`src/rtl/usb_tx_arb.sv`:
```
// usb_tx_arb: N-channel packet-locked TX arbiter with a DEPTH-entry output FIFO.
// Latency: sop seen in IDLE at cycle 0 -> grant and first beat accepted at cycle 1 -> out_valid at cycle 2.
// Backpressure: the owner's in_ready drops while the FIFO is full; the FIFO drains on out_valid & out_ready.
//
// Arbitration policy is selected by the macro USB_TX_ARB_RR_EN:
//   defined   -> round-robin from a last-grant pointer (reset NCH-1)
//   undefined -> fixed priority, lowest channel index wins
//
// Ports:
//   clk, rst_n                     clock, asynchronous active-low reset
//   in_sop/eop/cancel/valid [NCH]  per-channel beat qualifiers
//   in_ready [NCH]                 per-channel beat accept
//   in_data [NCH*DW]               channel k at [k*DW +: DW]
//   out_sop/eop/cancel/valid/data  PHY side, driven from the FIFO head
//   out_ready                      PHY accept
//   grant [NCH]                    one-hot current owner, 0 when idle
//   busy                           packet locked or FIFO not empty
//   eop_en                         pulse on an accepted sop beat at the PHY
module usb_tx_arb #(
  parameter int NCH   = 2,
  parameter int DW    = 8,
  parameter int DEPTH = 4
) (
  input  logic              clk,
  input  logic              rst_n,
  input  logic [NCH-1:0]    in_sop,
  input  logic [NCH-1:0]    in_eop,
  input  logic [NCH-1:0]    in_cancel,
  input  logic [NCH-1:0]    in_valid,
  output logic [NCH-1:0]    in_ready,
  input  logic [NCH*DW-1:0] in_data,
  output logic              out_sop,
  output logic              out_eop,
  output logic              out_cancel,
  output logic              out_valid,
  input  logic              out_ready,
  output logic [DW-1:0]     out_data,
  output logic [NCH-1:0]    grant,
  output logic              busy,
  output logic              eop_en
);

  localparam int AW = $clog2(DEPTH);

  typedef enum logic {IDLE, LOCK} state_t;

  typedef struct packed {
    logic          sop;
    logic          eop;
    logic          cancel;
    logic [DW-1:0] data;
  } beat_t;

  state_t         state, state_nxt;
  logic [NCH-1:0] grant_nxt;
  logic [NCH-1:0] req;
  logic [NCH-1:0] win;
  logic           found;

  // FIFO
  beat_t          mem [DEPTH];
  logic [AW:0]    wr_ptr, rd_ptr;
  logic           fifo_full, fifo_empty;
  logic           wr_en, rd_en;
  beat_t          wr_beat;
  beat_t          last_beat;
  beat_t          head;

  assign req = in_valid & in_sop;

`ifdef USB_TX_ARB_RR_EN
  localparam int PW = (NCH > 1) ? $clog2(NCH) : 1;
  logic [PW-1:0] rr_ptr;
  logic [PW-1:0] win_idx;

  // Two passes: first the channels above the last winner, then wrap to the lowest index.
  always_comb begin
    win     = '0;
    win_idx = '0;
    found   = 1'b0;
    for (int k = 0; k < NCH; k++) begin
      if (!found && req[k] && (k > int'(rr_ptr))) begin
        found   = 1'b1;
        win[k]  = 1'b1;
        win_idx = PW'(k);
      end
    end
    for (int k = 0; k < NCH; k++) begin
      if (!found && req[k]) begin
        found   = 1'b1;
        win[k]  = 1'b1;
        win_idx = PW'(k);
      end
    end
  end

  always_ff @(posedge clk or negedge rst_n) begin
    if (!rst_n) begin
      rr_ptr <= PW'(NCH - 1);
    end else if (state == IDLE && found) begin
      rr_ptr <= win_idx;
    end
  end
`else
  always_comb begin
    win   = '0;
    found = 1'b0;
    for (int k = 0; k < NCH; k++) begin
      if (!found && req[k]) begin
        found  = 1'b1;
        win[k] = 1'b1;
      end
    end
  end
`endif

  // Beat offered by the current owner (all-zero when nobody is granted).
  beat_t sel_beat;
  always_comb begin
    sel_beat = '0;
    for (int k = 0; k < NCH; k++) begin
      if (grant[k]) begin
        sel_beat.sop    = in_sop[k];
        sel_beat.eop    = in_eop[k];
        sel_beat.cancel = in_cancel[k];
        sel_beat.data   = in_data[k*DW +: DW];
      end
    end
  end

  // FSM next state and handshake
  always_comb begin
    state_nxt = state;
    grant_nxt = grant;
    in_ready  = '0;
    wr_en     = 1'b0;
    wr_beat   = sel_beat;
    case (state)
      IDLE: begin
        // Beats without sop arriving between packets are orphans: drain them.
        in_ready = in_valid & ~in_sop;
        if (found) begin
          grant_nxt = win;
          state_nxt = LOCK;
        end
      end
      LOCK: begin
        in_ready = grant & {NCH{~fifo_full}};
        wr_en    = |(in_valid & in_ready);
        if (wr_en && (sel_beat.eop || sel_beat.cancel)) begin
          grant_nxt = '0;
          state_nxt = IDLE;
        end
      end
      default: begin
        state_nxt = IDLE;
        grant_nxt = '0;
      end
    endcase
  end

  always_ff @(posedge clk or negedge rst_n) begin
    if (!rst_n) begin
      state <= IDLE;
      grant <= '0;
    end else begin
      state <= state_nxt;
      grant <= grant_nxt;
    end
  end

  // Pointers carry one extra wrap bit so full and empty are distinguishable.
  assign fifo_empty = (wr_ptr == rd_ptr);
  assign fifo_full  = (wr_ptr[AW] != rd_ptr[AW]) && (wr_ptr[AW-1:0] == rd_ptr[AW-1:0]);
  assign rd_en      = ~fifo_empty & out_ready;

  always_ff @(posedge clk or negedge rst_n) begin
    if (!rst_n) begin
      wr_ptr    <= '0;
      rd_ptr    <= '0;
      last_beat <= '0;
    end else begin
      if (wr_en) begin
        wr_ptr <= wr_ptr + 1'b1;
      end
      if (rd_en) begin
        rd_ptr    <= rd_ptr + 1'b1;
        last_beat <= mem[rd_ptr[AW-1:0]];
      end
    end
  end

  // Storage needs no reset: a slot is only read after it has been written.
  always_ff @(posedge clk) begin
    if (wr_en) begin
      mem[wr_ptr[AW-1:0]] <= wr_beat;
    end
  end

  // When empty, the outputs keep showing the last beat handed to the PHY.
  assign head       = fifo_empty ? last_beat : mem[rd_ptr[AW-1:0]];
  assign out_valid  = ~fifo_empty;
  assign out_sop    = head.sop;
  assign out_eop    = head.eop;
  assign out_cancel = head.cancel;
  assign out_data   = head.data;

  assign eop_en = out_valid & out_ready & out_sop;
  assign busy   = (state == LOCK) | ~fifo_empty;

endmodule
```
`config.mk`:
```
export PLATFORM = sky130hd
export DESIGN_NAME = usb_tx_arb
export DESIGN_NICKNAME = d
export VERILOG_FILES = /design/src/rtl/usb_tx_arb.sv
export SDC_FILE = /design/constraint.sdc
export NUM_CORES = 1
export LEC_CHECK = 0
export ABC_AREA = 1
export BUFFER_PORTS_ARGS = -buffer_cell sky130_fd_sc_hd__buf_2
export CAP_MARGIN = 20
export CORE_MARGIN = 1.5
export CORE_UTILIZATION = 55
export CTS_CLUSTER_DIAMETER = 100
export DETAILED_ROUTE_END_ITERATION = 7
export PLACE_DENSITY = 0.81
export SLEW_MARGIN = 30
export SYNTH_ARGS = -nofsm -noshare
export SYNTH_HDL_FRONTEND = slang
export SYNTH_SLANG_ARGS = --single-unit
```
`constraint.sdc`:
```
create_clock -name clk -period 3.29 [get_ports clk]
set_clock_uncertainty 0.15 [all_clocks]
set_input_delay 0.4935 -clock clk [delete_from_list [all_inputs] [get_ports clk]]
set_output_delay 0.4935 -clock clk [all_outputs]
set_load 0.02 [all_outputs]
```
==> results_dict.tcl <==
set metrics [dict create \
    use_met2_pct 33.14 \
    required_ns 2.65 \
    crit_buf_inv 3 \
    cts.path.max_buffers 2 \
    grt_usage_pct 21.73 \
    cts.sinks 64 \
    diodes 0 \
    seq_area_frac_synth_pct 63.06 \
    finish.instance_area_mm2 0.003373 \
    postCtsHoldBufs 1 \
    wl_per_cell_um 14.24 \
    async_reset_ff_share_pct 31.25 \
    fp.dieH_um 75.48 \
    setup_violations 0 \
    placed_area_mm2 0.003167 \
    synth-seq-cells 64 \
    yosys.area.top_type_share_pct 45.73 \
    overflow 0 \
    synth_area_leaders "edfxtp_1 (46%), dfrtp_1 (17%), nand2_1 (5.7%)" \
    critPathMostFrequentCell "nand2_1" \
    grt_use_met1_pct 29.09 \
    clockRootBuffer "clkbuf_8" \
    via_per_inst 5.237 \
    ios 45 \
    setup.worst_path.start_class "flop" \
    critical_path.slowest_cell "dfrtp_1" \
    grt_max_degree 26 \
    port_buffers 44 \
    worstPathMaxFanout 23 \
    finalMaxSlewViolations 0 \
    syn-num-nets 306 \
    cts_buffers 9 \
    fin_nets 354 \
    core_mm2 0.005075 \
    ys_warn_count 0 \
    grt_pass1_wl_um 8859 \
    hold_slack_ns 0.2964 \
    grt_antenna_before_repair 0 \
    syn_area_mm2 0.002889 \
    rsz0062_at_grt "no" \
    n_fill_cell 405 \
    cts_setup_buffers 0 \
    synth_edf_count 44 \
    rows 26 \
    max_freq_ghz 0.3333 \
    min_period_ns 3.000 \
    tightestPinTransition_ns 0.9322 \
    power.leakage_nw 1.456 \
    worstPathCellList "inv_1 -> nand2_1 -> nand2_1 -> nand3_2 -> inv_1 -> nand2_1 -> o21ai_1 -> buf_2" \
    route.detailed.drc 0 \
    endpoint_kind "primary output" \
    fp.dieArea_mm2 0.005696 \
    worst_ep_arrival_time_ns 2.36 \
    start_util_pct 56.93 \
    top_usage_layer "met2" \
    relSlewSlack_pct 37.63 \
    cts.clk_slew.worst_paths_ns 0.07 \
    status "finished clean" \
    gp_congestion 0.7892 \
    drtIter0Drc 144 \
    syn_avg_cell_area_um2 10.54 \
    ir_worst_vdd_mv 0.4365 \
    synthTopCellsByCount "edfxtp_1 (44), nand2_1 (44), o21ai_0 (32)" \
    synth_top_area_cell "edfxtp_1" \
    critPathKind "reg2out" \
    path_delay_family "buffers and inverters" \
    num_vias 2079 \
    finalHoldViolCount 0 \
    met3_usage_pct 4.497 \
    wirelength_um 5654 \
    layout-drive-gt1-share_pct 22.32 \
    dieWidth_um 75.48 \
    maxCapViolations 0 \
    period_share_pct 91.19 \
    clkLatencyLatePin_ns 0.35 \
    powerDensity_mw_per_mm2 1003 \
    hpwl_um 3740 \
    postSynthCellCount 274 \
    antenna_left 0 \
    hp-class "in2reg" \
    syn_to_final_growth_pct 16.76 \
    cts_resized 0 \
    synth_ff_type "edfxtp_1" \
    cts.htree.levels 3 \
    fin_setup_tns_ns 0 \
    grt_pass1_vias 1900 \
    first_pass_iters 4 \
    tritoncts "done" \
    synth.distinct_cells 25 \
    max_stage_delay_ns 0.54 \
]
state kept, by name, indices dropped and copies added (netlist names):
| name | count |
|---|---|
| state | 1 |
| grant | 2 |
| last_beat | 11 |
| rd_ptr | 3 |
| mem | 44 |
| wr_ptr | 3 |
final timing paths:
kind,startpoint,endpoint,slack (ns),cells past startpoint
max,rd_ptr[1],out_sop,0.29,8
min,in_sop[0],grant[0],0.30,3
max reg2reg,rd_ptr[1],rd_ptr[2],0.86,8
min reg2reg,last_beat[10],last_beat[10],0.36,2
max in group asynchronous,rst_n,rd_ptr[2],2.18,2
min in group asynchronous,rst_n,last_beat[9],0.49,2
kinds of logic after synthesis:
kind of cell,Yosys count,synth area share (%)
compound gates,72,14.60
fa+ha+maj,5,2.165
buf+inv,41,5.976
xor+xnor,4,1.213
flops,64,63.06
simple gates,88,12.99
cell usage in the layout, fill, tap and decap left out:
cell type       n
nand2_1        44
buf_2          44
edfxtp_1       44
o21ai_0        32
nor2_1         29
inv_1          26
dfrtp_1        20
o21ai_1        16
o22ai_1        11
a22o_1          9
clkbuf_8        9
nand3_1         8
ha_1            5
buf_4           5
xor2_1          3
clkinv_4        3
inv_2           2
nand2_2         2
nand3_2         2
nand2_4         2
a22oi_2         1
a22oi_1         1
a31oi_1         1
o21a_1          1
nand4_1         1
xnor2_1         1
clkinvlp_4      1
bufinv_16       1
clkinv_2        1
clkinv_1        1
dlygate4sd3_1   1
routing by layer:
layer,up-vias,part of all wire [%]
li1,1041,-
met1,961,45
met2,66,48
met3,11,5.3
met4,0,2.0
met5,-,0
worst register-to-register path: cells and delay by family, from the launching register on:
family	cells	cell delay, ns
buffers and inverters	2	0.59
AND/OR/NAND/NOR	5	0.82
XOR/XNOR	1	0.16
flip-flops	1	0.60
final cells by class:
type,count,area (µm²),share of cell area (%)
flip-flops and latches,64,1822,54.01
multi-input cells,169,894.6,26.52
repair buffers,50,267.8,7.938
clock buffers,9,123.9,3.672
inverters,28,105.1,3.116
well taps,70,87.58,2.596
clock inverters,7,72.57,2.151
stage by stage:
stage	total power [W]	util, %	setup WS [ns]	instances
floorplan	0.002332	-	1.154	274
finish	0.003385	66.47	0.2898	397
global placement	0.002686	62.40	0.7480	380
detailed placement	0.002736	62.40	0.7071	380
global route	0.003643	66.47	0.1331	397
CTS	0.003396	66.47	0.3047	397
report_power, final:
group | leakage (nW) | internal [W] | switching (W) | total [W]
clock | 0.0968 | 0.000349 | 0.000307 | 0.000656
sequential | 0.647 | 0.00113 | 0.000167 | 0.00129
combinational | 0.712 | 0.000477 | 0.000959 | 0.00144
total | 1.46 | 0.00195 | 0.00143 | 0.00338
Power figures use the tool's default switching activity.
